### src/rtl/gen_fip_sign_vec_mac.sv
// Sequential signed fixed-point vector MAC: dot product or squared distance over VEC_LEN pairs.
// Optional output saturation enabled by defining GEN_FIP_MAC_SAT_EN (default: two's-complement wrap).
module gen_fip_sign_vec_mac #(
    parameter int IN_INT_W    = 1,
    parameter int IN_FRACT_W  = 5,
    parameter int VEC_LEN     = 8,
    parameter int RES_INT_W   = 2*(IN_INT_W+1) + $clog2(VEC_LEN+1),
    localparam int IN_W        = IN_INT_W + IN_FRACT_W,
    localparam int RES_FRACT_W = 2*IN_FRACT_W,
    localparam int RES_W       = RES_INT_W + RES_FRACT_W
) (
    input  logic             clk,
    input  logic             sw_rst,
    input  logic             i_start_pls,
    input  logic             i_mode,
    input  logic             i_vld,
    input  logic [IN_W-1:0]  i_num1,
    input  logic [IN_W-1:0]  i_num2,
    output logic             o_rdy,
    output logic             o_busy,
    output logic             o_done_pls,
    output logic [RES_W-1:0] o_res,
    output logic             o_ovf
);

    localparam int OP_W   = IN_W + 1;
    localparam int PROD_W = 2*OP_W;
    localparam int ACC_W  = PROD_W + $clog2(VEC_LEN+1);
    localparam int CNT_W  = (VEC_LEN > 1) ? $clog2(VEC_LEN) : 1;
    localparam logic [CNT_W-1:0] LAST_IDX = CNT_W'(VEC_LEN-1);

    typedef enum logic [1:0] {
        S_IDLE,
        S_ACCUM,
        S_DRAIN,
        S_DONE
    } state_t;

    state_t r_state;
    state_t w_state_nxt;

    logic                     w_start;
    logic                     w_accept;
    logic                     w_fin;
    logic                     r_mode;
    logic [CNT_W-1:0]         r_cnt;

    logic [OP_W-1:0]          w_n1;
    logic [OP_W-1:0]          w_n2;
    logic [OP_W-1:0]          w_diff;

    logic                     r_s1_vld;
    logic signed [OP_W-1:0]   r_a;
    logic signed [OP_W-1:0]   r_b;
    logic                     r_s2_vld;
    logic signed [PROD_W-1:0] r_p;
    logic signed [ACC_W-1:0]  r_acc;

    logic [RES_W-1:0]         w_res;
    logic                     w_ovf;
    logic [RES_W-1:0]         r_res;
    logic                     r_ovf;

    assign w_start  = (r_state == S_IDLE)  && i_start_pls;
    assign w_accept = (r_state == S_ACCUM) && i_vld;
    assign w_fin    = (r_state == S_DRAIN) && !r_s1_vld && !r_s2_vld;

    always_ff @(posedge clk) begin
        if (sw_rst) begin
            r_state <= S_IDLE;
        end else begin
            r_state <= w_state_nxt;
        end
    end

    always_comb begin
        w_state_nxt = r_state;
        o_rdy       = 1'b0;
        o_busy      = 1'b1;
        o_done_pls  = 1'b0;
        case (r_state)
            S_IDLE: begin
                o_busy = 1'b0;
                if (i_start_pls) begin
                    w_state_nxt = S_ACCUM;
                end
            end
            S_ACCUM: begin
                o_rdy = 1'b1;
                if (i_vld && (r_cnt == LAST_IDX)) begin
                    w_state_nxt = S_DRAIN;
                end
            end
            S_DRAIN: begin
                if (!r_s1_vld && !r_s2_vld) begin
                    w_state_nxt = S_DONE;
                end
            end
            S_DONE: begin
                o_done_pls  = 1'b1;
                w_state_nxt = S_IDLE;
            end
            default: begin
                w_state_nxt = S_IDLE;
            end
        endcase
    end

    always_ff @(posedge clk) begin
        if (sw_rst) begin
            r_cnt  <= '0;
            r_mode <= 1'b0;
        end else if (w_start) begin
            r_cnt  <= '0;
            r_mode <= i_mode;
        end else if (w_accept) begin
            r_cnt  <= r_cnt + CNT_W'(1);
        end
    end

    // One guard bit keeps the difference of two IN_W operands exact.
    assign w_n1   = {i_num1[IN_W-1], i_num1};
    assign w_n2   = {i_num2[IN_W-1], i_num2};
    assign w_diff = w_n1 - w_n2;

    always_ff @(posedge clk) begin
        if (sw_rst) begin
            r_s1_vld <= 1'b0;
            r_a      <= '0;
            r_b      <= '0;
        end else begin
            r_s1_vld <= w_accept;
            if (w_accept) begin
                if (r_mode) begin
                    r_a <= w_diff;
                    r_b <= w_diff;
                end else begin
                    r_a <= w_n1;
                    r_b <= w_n2;
                end
            end
        end
    end

    always_ff @(posedge clk) begin
        if (sw_rst) begin
            r_s2_vld <= 1'b0;
            r_p      <= '0;
        end else begin
            r_s2_vld <= r_s1_vld;
            if (r_s1_vld) begin
                r_p <= PROD_W'(r_a) * PROD_W'(r_b);
            end
        end
    end

    always_ff @(posedge clk) begin
        if (sw_rst) begin
            r_acc <= '0;
        end else if (w_start) begin
            r_acc <= '0;
        end else if (r_s2_vld) begin
            r_acc <= r_acc + ACC_W'(r_p);
        end
    end

`ifdef GEN_FIP_MAC_SAT_EN
    localparam int EXT_W = (ACC_W > RES_W) ? ACC_W : RES_W;
    logic signed [EXT_W-1:0] w_acc_ext;
    logic [EXT_W-RES_W:0]    w_hi;

    // The value fits RES_W exactly when every bit from RES_W-1 upward equals the sign.
    assign w_acc_ext = EXT_W'(r_acc);
    assign w_hi      = w_acc_ext[EXT_W-1:RES_W-1];
    assign w_ovf     = !((&w_hi) || !(|w_hi));
    assign w_res     = !w_ovf ? w_acc_ext[RES_W-1:0] :
                       w_acc_ext[EXT_W-1] ? {1'b1, {(RES_W-1){1'b0}}} :
                                            {1'b0, {(RES_W-1){1'b1}}};
`else
    assign w_res = RES_W'(r_acc);
    assign w_ovf = 1'b0;
`endif

    always_ff @(posedge clk) begin
        if (sw_rst) begin
            r_res <= '0;
            r_ovf <= 1'b0;
        end else begin
            if (w_start) begin
                r_ovf <= 1'b0;
            end
            if (w_fin) begin
                r_res <= w_res;
                r_ovf <= w_ovf;
            end
        end
    end

    assign o_res = r_res;
    assign o_ovf = r_ovf;

endmodule

### config.mk
export PLATFORM = sky130hd
export DESIGN_NAME = gen_fip_sign_vec_mac
export DESIGN_NICKNAME = d
export VERILOG_FILES = /design/src/rtl/gen_fip_sign_vec_mac.sv
export SDC_FILE = /design/constraint.sdc
export NUM_CORES = 1
export LEC_CHECK = 0
export BUFFER_PORTS_ARGS = -buffer_cell sky130_fd_sc_hd__buf_2
export CAP_MARGIN = 20
export CORE_ASPECT_RATIO = 1.5
export CORE_MARGIN = 5
export CORE_UTILIZATION = 40
export CTS_CLUSTER_DIAMETER = 30
export DETAILED_ROUTE_END_ITERATION = 16
export SKIP_CTS_REPAIR_TIMING = 1
export SLEW_MARGIN = 20
export SYNTH_ARGS = -nofsm -noshare
export SYNTH_HDL_FRONTEND = slang
export SYNTH_SLANG_ARGS = --single-unit
### constraint.sdc
create_clock -name clk -period 10.2 [get_ports clk]
set_input_delay 1.53 -clock clk [delete_from_list [all_inputs] [get_ports clk]]
set_output_delay 1.53 -clock clk [all_outputs]
set_load 0.05 [all_outputs]
**Word level (Yosys, flattened, before mapping)**

Cells that the tools add are included.

- Eq/ne operators: 7
- $add $sub $neg: 3
- Reductions and logical operators: 11
- Muxes and demuxes: 9
- Bitwise gates (word level): 0
- Shift-type cells: 0
- $lt $le $gt $ge: 0
- Multipliers: 1
- Div/mod/pow operators: 0

Operators by type and width:

| kind | number |
|---|---|
| adder 18 x 14 -> 18 bit | 1 |
| multiplier 7 x 7 -> 14 bit | 1 |
| 2-to-1 mux 7 bit | 2 |
| one-hot mux 2 bit (4 select lines) | 1 |
| subtractor 6 x 6 -> 7 bit | 1 |
| logical AND 1 bit | 6 |
| 2-to-1 mux 2 bit | 3 |
| equality test 2 bit (second input constant) | 2 |
| inequality test 2 x 1 -> 1 bit (second input constant) | 2 |
| adder 3 x 1 -> 3 bit (second input constant) | 1 |
| equality test 3 bit (second input constant) | 1 |
| 2-to-1 mux 1 bit | 3 |
| AND reduction 3 bit | 1 |
| equality test 2 x 1 -> 1 bit (second input constant) | 1 |
| logical NOT 1 bit | 2 |
| logical NOT 2 bit | 1 |
| inequality test 2 bit (second input constant) | 1 |
| OR reduction 2 bit | 1 |

- Output and inout bits: 22
- RAM bits: 0
- Register bits: 72
- Bits in latches: 0
- Memories kept: 0
- Bits of input ports: 17
- ROM bits: 0

**Longest topological paths before layout**

Gate-level depths: netlist of the first run.

- Word-level depth: 4
- Gate-level depth with buffers: 17
- Depth with buffers taken out: 17

**Least setup slack after synthesis of the first run**

Ideal clock, no wire load.

- Path kind: flip-flop to flip-flop
- From: register r_b[2]
- To: register r_p[12]
- Arrival: 3.970 ns
- Path slack: 6.103 ns
- Data required time: 10.072 ns
- Stages on the path, launching flop included: 16
- Buffers on the path: 0
- Clock period less this slack: 4.097 ns
- Cell sequence: dfxtp_1 and2_1 fa_1 inv_1 fa_1 inv_1 fa_1 inv_1 fa_1 inv_1 ha_1 and3_1 a311oi_1 xnor2_1 mux2i_1 nor2_1

- Word-level cells in the longest chain between the ends: 1

Ends and longest elaborated chain:

| element | RTL line | text |
|---|---|---|
| start: declaration | 54 | `logic signed [OP_W-1:0] r_b;` |
| start signal: assignment | 136 | `r_b <= w_diff;` |
| start signal: assignment | 139 | `r_b <= w_n2;` |
| multiplier 7 x 7 -> 14 bit | 152 | `r_p <= PROD_W'(r_a) * PROD_W'(r_b);` |
| end signal: assignment | 152 |  |
| end: declaration | 56 | `logic signed [PROD_W-1:0] r_p;` |

Every way passes these cells.
A chain may end at the register's enable or synchronous reset.

**Worst setup path after layout of the first run**

Ends and elaborated chain as after synthesis.

==> impl_metrics.json, run 1 <==
{
  "status": "finished, final reports clean",
  "drt-initial-drc-count": 97,
  "power.leakage_nw": 2.84,
  "htreeDepth": 3,
  "design_area_um2": 6300,
  "cp_top_family": "adder cells",
  "avgViaCountPerCell": 5.01,
  "grt_pass1_vias": 4555,
  "async_flop_share_pct": 0,
  "setup_viol": 0,
  "placed_cells_incl_taps": 883,
  "cts_tree": "done",
  "path_clk_slew_ns": 0.06,
  "path_depth": 15,
  "yosysTopAreaCell": "dfxtp_1",
  "cp-start-kind": "flop",
  "fp-row-count": 53,
  "synth.net_count": 793,
  "slew_headroom_pct": 29.3,
  "layout-area-overhead-vs-synth_pct": 10.5,
  "first_pass_iters": 4,
  "wl_per_cell_um": 13.2,
  "root_buffer": "clkbuf_16",
  "insertion_delay_ns": 0.33,
  "syn_inst": 677,
  "final_cell_mix": "89 x nand2_1, 80 x inv_1, 72 x dfxtp_1",
  "die_area_um2": 16800,
  "antenna_found_initial": 0,
  "ys_types": 47,
  "ys_ff_latch": 72,
  "grt_overflow_total": 0,
  "design.core.area_um2": 14000,
  "cp_num_buf_inv": 4,
  "report.final.slew_viol_count": 0,
  "dieWidth_um": 107,
  "post-route-period-util_pct": 43.2,
  "port_buffers": 37,
  "syn_area_um2": 5700,
  "endpoint_kind": "flop",
  "fin_util_pct": 45.0,
  "diodes": 0,
  "worstMarginPinSlew_ns": 1.06,
  "cts_made_buffers": 9,
  "critical-path-slowest-cell": "fa_1",
  "ys.flop_type": "dfxtp_1",
  "max_freq_mhz": 227,
  "antenna_left": 0,
  "whs_path_depth": 2,
  "rr_worst_depth": 15,
  "final_common_cell": "nand2_1",
  "rsz0062_at_grt": "no",
  "nNetsFinal": 818,
  "slowest_delay_ns": 0.63,
  "clkSinkCount": 72,
  "cts.path.max_buffers": 2,
  "syn_avg_cell_area_um2": 8.42,
  "power_density_nw_per_um2": 148,
  "dp_hpwl_mm": 9.51,
  "synth_warnings": 0,
  "synth_edf_count": 0,
  "hold_violations": 0,
  "synth_top_area_share_pct": 25.3,
  "crit_type": "reg2reg",
  "grtUsageTotal_pct": 14.8,
  "drc_errors": 0,
  "synth_area_leaders": "dfxtp_1 25%, fa_1 14%, ha_1 13%",
  "routed_wl_mm": 11.8,
  "fin_cells": 899,
  "drive_above_1_share_pct": 8.63,
  "period_minus_slack_ns": 4.41,
  "grt_pass1_wl_mm": 20.5,
  "grt_max_degree": 54,
  "yosysSeqAreaShare_pct": 25.3,
  "min_path_type": "reg2reg",
  "cp.arrival_ns": 4.59,
  "gp_congestion": 0.895,
  "cp.required_ns": 10.38,
  "start_util_pct": 40.8,
  "io_pins": 39,
  "fin_skew_ns": 0.00714,
  "final.setup.tns_ns": 0,
  "cap_violations": 0,
  "dpl_cell_area_um2": 6020,
  "peakVddDrop_mv": 0.0764,
  "dieHeight_um": 156,
  "path_max_fanout": 8,
  "worstPathCellList": "and2_1 > fa_1 > inv_1 > fa_1 > inv_1 > fa_1 > inv_1 > fa_1 > inv_1 > ha_1 > and3_1 > a311oi_1 > xnor2_1 > mux2i_1 > nor2_1",
  "num_vias": 4507
}
==> power breakdown <==
part           internal [W]  total, W  switching (W)  leakage, nW
Clock              0.000171  0.000295       0.000124        0.135
Sequential         0.000302  0.000339      0.0000370        0.582
Combinational      0.000112  0.000296       0.000184         2.13
Total              0.000585  0.000930       0.000345         2.84
==> stage by stage <==
stage	hold slack [ns]	setup WS, ns	total power [W]
2_1_floorplan	0.439	6.10	0.000581
3_3_place_gp	0.440	5.90	0.000634
3_5_place_dp	0.446	5.76	0.000646
4_1_cts	0.453	5.75	0.000945
5_1_grt	0.463	5.49	0.00100
6_report	0.451	5.79	0.000930
==> metal layers <==
layer  up-vias  track usage, %  wire, um
li1       2296               -         -
met1      2125            16.3      4930
met2        66            28.2      6390
met3        20            2.81       317
met4         0            4.69       207
met5         -               0         0
==> sequential cells by signal (all words and copies together), names as in the netlist <==
register / flops
r_acc: 18
r_a: 7
r_p: 14
r_state: 2
r_cnt: 3
r_b: 7
o_res: 18
r_s2_vld: 1
r_mode: 1
r_s1_vld: 1
==> cell usage after synthesis (2+ instances only) <==
master    instances
o21ai_0          13
ha_1             58
nor3_1           12
fa_1             41
a21o_1            8
xor2_1            4
mux2i_1          19
nand3_1          14
o211ai_1          6
xnor2_1          24
o21bai_1          5
o221ai_2          2
nand4_1           3
a311oi_1          2
nor2b_1           6
nand2_1          89
o22ai_1           4
a31oi_1           4
dfxtp_1          72
nand2b_1          8
a211oi_1         16
and4_1            3
a21oi_1          52
nor2_1           49
or3_1             2
buf_6             3
and3_1            4
inv_1            80
and2_1           33
clkbuf_1         18
o21ai_1           7
==> final timing paths <==
check             startpoint  endpoint  slack, ns
setup / recovery      r_b[2]   r_p[12]       5.79
hold / removal      o_res[8]  o_res[8]       0.45
setup reg to reg      r_b[2]   r_p[12]       5.79
hold reg to reg     o_res[8]  o_res[8]       0.45
==> tightest hold or removal path, stage by stage (launching register included) <==
cell and delay, ns:
dfxtp_1 0.30, nand2_1 0.05, a21oi_1 0.05
==> kinds of logic after synthesis <==
logic type	Yosys count	share of synthesized area, %
multiplexers	21	3.80
flip-flops	72	25.3
AND/OR/NAND/NOR	228	18.8
AO/OA/AOI/OAI	124	13.4
XOR/XNOR	28	4.30
buffers and inverters	104	7.33
other	1	0.0658
adder cells (fa/ha/maj)	99	27.1
==> layout make-up <==
type / instances / area (um2)
fillers: 1388 / 7690
repair buffers: 38 / 193
multi-input cells: 501 / 3840
clock buffers: 10 / 239
flip-flops and latches: 72 / 1440
inverters: 80 / 300
clock inverters: 6 / 42.5
well taps: 192 / 240
(Power assumes the default switching activity.)
==> run 2, diff against run 1 <==
clock period = 3.5 ns   (was 10.2 ns; I/O delays follow)
==> impl_metrics.json, run 2 (synthesis results as in run 1) <==
{
  "period_minus_slack_ns": 3.94,
  "io_pins": 39,
  "crit_type": "reg2reg",
  "min_path_type": "reg2reg",
  "diodes": 0,
  "min_from": "o_res[7]",
  "grt_pass1_wl_mm": 21.5,
  "insertion_delay_ns": 0.33,
  "cp-start-kind": "flop",
  "grtUsageTotal_pct": 15.4,
  "antenna_found_initial": 0,
  "grt_overflow_total": 0,
  "whs_endpoint": "o_res[7]",
  "final.fill_count": 1345,
  "htreeDepth": 3,
  "path_clk_slew_ns": 0.06,
  "dieHeight_um": 156,
  "cp_num_buf_inv": 3,
  "fp-row-count": 53,
  "slowest_delay_ns": 0.55,
  "slew_headroom_pct": 50.9,
  "cts_tree": "done",
  "start_util_pct": 40.8,
  "grt_pass1_vias": 4904,
  "r2r_end": "r_p[12]",
  "worst_path_most_repeated_cell": "fa_1",
  "hold_violations": 0,
  "port_buffers": 37,
  "cp.arrival_ns": 4.13,
  "cap_violations": 0,
  "gp_congestion": 0.922,
  "dp_slack_ns": -0.479,
  "worstMarginPinSlew_ns": 0.736,
  "post-route-period-util_pct": 112,
  "path_max_fanout": 4,
  "power.leakage_nw": 3.14,
  "critical-path-slowest-cell": "fa_1",
  "design.core.area_um2": 14000,
  "wl_per_cell_um": 13.1,
  "nNetsFinal": 863,
  "drc_errors": 0,
  "final_cell_mix": "88 x nand2_1, 68 x inv_1, 59 x dfxtp_1",
  "avgViaCountPerCell": 4.99,
  "fin_skew_ns": 0.00632,
  "clkSinkCount": 72,
  "grt_max_degree": 53,
  "dieWidth_um": 107,
  "drt-initial-drc-count": 132,
  "dpl_cell_area_um2": 6530,
  "cts_made_buffers": 9,
  "num_vias": 4711,
  "root_buffer": "clkbuf_16",
  "worstPathCellList": "buf_6 > and2_4 > fa_1 > fa_1 > fa_1 > inv_2 > fa_1 > inv_2 > ha_4 > nor3_4 > nor2_2 > a311oi_4 > xnor2_1 > mux2i_1 > nor2_1",
  "fin_ws_ns": -0.437,
  "rr_worst_depth": 15,
  "whs_path_depth": 2,
  "power_density_nw_per_um2": 465,
  "layout-area-overhead-vs-synth_pct": 22.3,
  "die_area_um2": 16800,
  "rsz0062_at_grt": "yes",
  "final_common_cell": "nand2_1",
  "endpoint_kind": "flop",
  "antenna_left": 0,
  "reg2reg_from": "r_a[3]",
  "dp_hpwl_mm": 10.1,
  "cts.path.max_buffers": 2,
  "peakVddDrop_mv": 0.245,
  "routed_wl_mm": 12.3,
  "violations": "negative setup slack",
  "max_freq_mhz": 254,
  "setup_viol": 8,
  "drive_above_1_share_pct": 21.3,
  "cp.required_ns": 3.70,
  "reg2reg_slack_ns": -0.44,
  "design_area_um2": 6980,
  "cp_top_family": "adder cells",
  "status": "finished with violations",
  "first_pass_iters": 4,
  "report.final.slew_viol_count": 0
}
run 2: changes by cell type in the layout (fill, tap and decap cells not counted), sizes merged:
cell / change
buf: +45
bufinv: +3
clkinvlp: -2
clkinv: -3
clkbuf: +2
run 2: layout make-up:
cell class,count,area [um2],area share [%]
clock buffers,12,256,3.68
clock inverters,4,98.8,1.42
inverters,80,303,4.34
multi-input cells,501,4070,58.4
flip-flops and latches,72,1470,21.0
well taps,192,240,3.44
repair buffers,83,538,7.71
run 2: how the worst max path moves through the flow:
stage                       from  endpoint  slack, ns  cells after the start
after detailed placement  r_b[3]   r_p[13]      -0.48                     16
after global placement    r_b[4]   r_p[13]      -0.39                     15
final                     r_a[3]   r_p[12]      -0.44                     15
after global routing      r_a[3]   r_p[12]      -0.60                     15
after CTS                 r_b[3]   r_p[13]      -0.48                     16
after floorplan           r_a[6]   r_p[13]      -0.30                     15
run 2: power breakdown:
group | internal [W] | leakage, nW | switching (W)
combinational | 0.000532 | 2.37 | 0.000653
clock | 0.000738 | 0.173 | 0.000344
sequential | 0.000890 | 0.589 | 0.0000864
total | 0.00216 | 3.14 | 0.00108
run 2: metrics by stage:
step / total power (W) / setup TNS [ns] / instances / hold WS [ns] / util [%]
floorplan: 0.00178 / -1.01 / 677 / 0.439 / -
global placement: 0.00210 / -1.85 / 928 / 0.440 / 46.6
detailed placement: 0.00214 / -2.37 / 928 / 0.444 / 46.6
CTS: 0.00324 / -2.40 / 944 / 0.443 / 49.2
global route: 0.00347 / -3.62 / 944 / 0.461 / 49.9
finish: 0.00324 / -2.27 / 944 / 0.451 / 49.9
run 2: tightest hold or removal path: cells and delay by family, from the launching register on:
kind / cells / cell delay (ns)
AND/OR/NAND/NOR: 1 / 0.05
flip-flops: 1 / 0.30
AO/OA/AOI/OAI: 1 / 0.05
run 2: per-layer routing:
layer  vias to the layer above  GRT usage (%)  wire [um]
li1                       2388              -          -
met1                      2227           16.8       4950
met2                        69           29.5       6810
met3                        27           2.48        275
met4                         0           5.35        299
met5                         -              0          0
==> run 3, diff against run 2 <==
==> constraint.sdc (replaced) <==
create_clock -name clk -period 3.5 [get_ports clk]
set_input_delay 0.175 -clock clk [delete_from_list [all_inputs] [get_ports clk]]
set_output_delay 0.175 -clock clk [all_outputs]
set_load 0.05 [all_outputs]
==> impl_metrics.json, run 3 (synthesis results as in run 1) <==
{
  "drt-initial-drc-count": 148,
  "drive_above_1_share_pct": 21.3,
  "routed_wl_mm": 12.3,
  "dp_slack_ns": -0.479,
  "num_vias": 4732,
  "worstPathCellList": "and2_4 > fa_2 > inv_2 > fa_1 > inv_1 > fa_1 > inv_1 > fa_1 > inv_2 > ha_4 > and3_4 > a311oi_2 > xnor2_1 > mux2i_1 > nor2_1",
  "fin_ws_ns": -0.395,
  "port_buffers": 37,
  "cts_made_buffers": 9,
  "crit_type": "reg2reg",
  "final.setup.tns_ns": -1.96,
  "root_buffer": "clkbuf_16",
  "diodes": 0,
  "nNetsFinal": 863,
  "power.leakage_nw": 3.10,
  "endpoint_kind": "flop",
  "final_common_cell": "nand2_1",
  "p_sw_share_pct": 35.7,
  "grt_pass1_wl_mm": 21.2,
  "insertion_delay_ns": 0.34,
  "die_area_um2": 16800,
  "path_clk_slew_ns": 0.06,
  "antenna_left": 0,
  "grtUsageTotal_pct": 15.3,
  "p_int_w": 0.00198,
  "clkPwrFrac_pct": 29.9,
  "htreeDepth": 3,
  "cts.path.max_buffers": 2,
  "cts_tree": "done",
  "power_frac_seq_pct": 31.7,
  "hold_violations": 0,
  "power_density_nw_per_um2": 446,
  "final.fill_count": 1354,
  "design.core.area_um2": 14000,
  "final_cell_mix": "88 x nand2_1, 69 x inv_1, 60 x dfxtp_1",
  "fin_skew_ns": 0.00574,
  "status": "finished with violations",
  "dieWidth_um": 107,
  "cp_top_family": "adder cells",
  "cp_num_buf_inv": 4,
  "layout-area-overhead-vs-synth_pct": 20.9,
  "cp.arrival_ns": 4.10,
  "combPwrFrac_pct": 38.4,
  "grt_max_degree": 53,
  "grt_pass1_vias": 4863,
  "cap_violations": 0,
  "path_max_fanout": 8,
  "wl_per_cell_um": 13.0,
  "gp_congestion": 0.916,
  "cp-start-kind": "flop",
  "drc_errors": 0,
  "critical-path-slowest-cell": "fa_2",
  "first_pass_iters": 4,
  "min_path_type": "in2reg",
  "slew_headroom_pct": 43.7,
  "period_minus_slack_ns": 3.89,
  "dp_hpwl_mm": 10.1,
  "io_pins": 39,
  "worstMarginPinSlew_ns": 0.844,
  "cp.required_ns": 3.71,
  "grt_overflow_total": 0,
  "total_power_w": 0.00308,
  "switching_power_w": 0.00110,
  "fp-row-count": 53,
  "worst_path_most_repeated_cell": "fa_1",
  "dieHeight_um": 156,
  "violations": "negative setup slack",
  "peakVddDrop_mv": 0.193,
  "slowest_delay_ns": 0.59,
  "hold-worst-slack_ns": 0.0976,
  "max_freq_mhz": 257,
  "clkSinkCount": 72,
  "antenna_found_initial": 0,
  "setup_viol": 7,
  "post-route-period-util_pct": 111,
  "fin_util_pct": 49.3,
  "report.final.slew_viol_count": 0,
  "start_util_pct": 40.8,
  "avgViaCountPerCell": 5.01,
  "rsz0062_at_grt": "yes"
}
-- run 3: cell count changes in the layout (fill, tap and decap cells not counted), moves of 2 or more --
cell / delta
bufinv_16: -2
clkbuf_8: -2
clkinvlp_4: +2
dfxtp_2: -2
o21ai_2: +2
o21ai_4: -2
-- run 3: routing by layer --
metal	track usage (%)	routed length [um]	vias up
li1	-	-	2394
met1	16.5	4850	2247
met2	29.1	6850	70
met3	2.48	360	21
met4	6.08	207	0
met5	0	0	-
-- run 3: worst reg2reg max path, stage by stage (launching register included) --
cell	delay (ns)
dfxtp_4	0.37
and2_4	0.17
fa_2	0.59
inv_2	0.07
fa_1	0.48
inv_1	0.05
fa_1	0.47
inv_1	0.05
fa_1	0.49
inv_2	0.05
ha_4	0.22
and3_4	0.18
a311oi_2	0.30
xnor2_1	0.10
mux2i_1	0.13
nor2_1	0.05
-- run 3: layout make-up --
cell class,instances,area [um2],area share (%)
repair buffers,83,534,7.75
multi-input cells,501,4050,58.8
flip-flops and latches,72,1470,21.3
well taps,192,240,3.48
clock buffers,10,229,3.32
inverters,80,300,4.36
clock inverters,6,67.6,0.980
-- run 3: power groups by stage --
| stage | sequential [W] | clock [W] | combinational [W] |
|---|---|---|---|
| final | 0.000977 | 0.000919 | 0.00118 |
| after detailed placement | 0.000989 | 0 | 0.00116 |
| after floorplan | 0.000963 | 0 | 0.000817 |
| after global routing | 0.000989 | 0.000977 | 0.00133 |
| after CTS | 0.000972 | 0.000938 | 0.00116 |
| after global placement | 0.000986 | 0 | 0.00111 |
-- run 3: path summary, 6_finish.rpt --
check / startpoint / to / slack (ns) / cells after the start
hold reg to reg: o_res[4] / o_res[4] / 0.45 / 2
setup reg to reg: r_a[6] / r_p[12] / -0.39 / 15
setup / recovery: r_a[6] / r_p[12] / -0.39 / 15
hold / removal: i_num2[3] / r_b[3] / 0.1 / 3
-- run 3: per-stage QoR --
stage,cell area (um2),std cells
3_3_place_gp,6530,928
2_1_floorplan,5870,677
3_5_place_dp,6530,928
6_report,6890,944
4_1_cts,6820,944
5_1_grt,6890,944
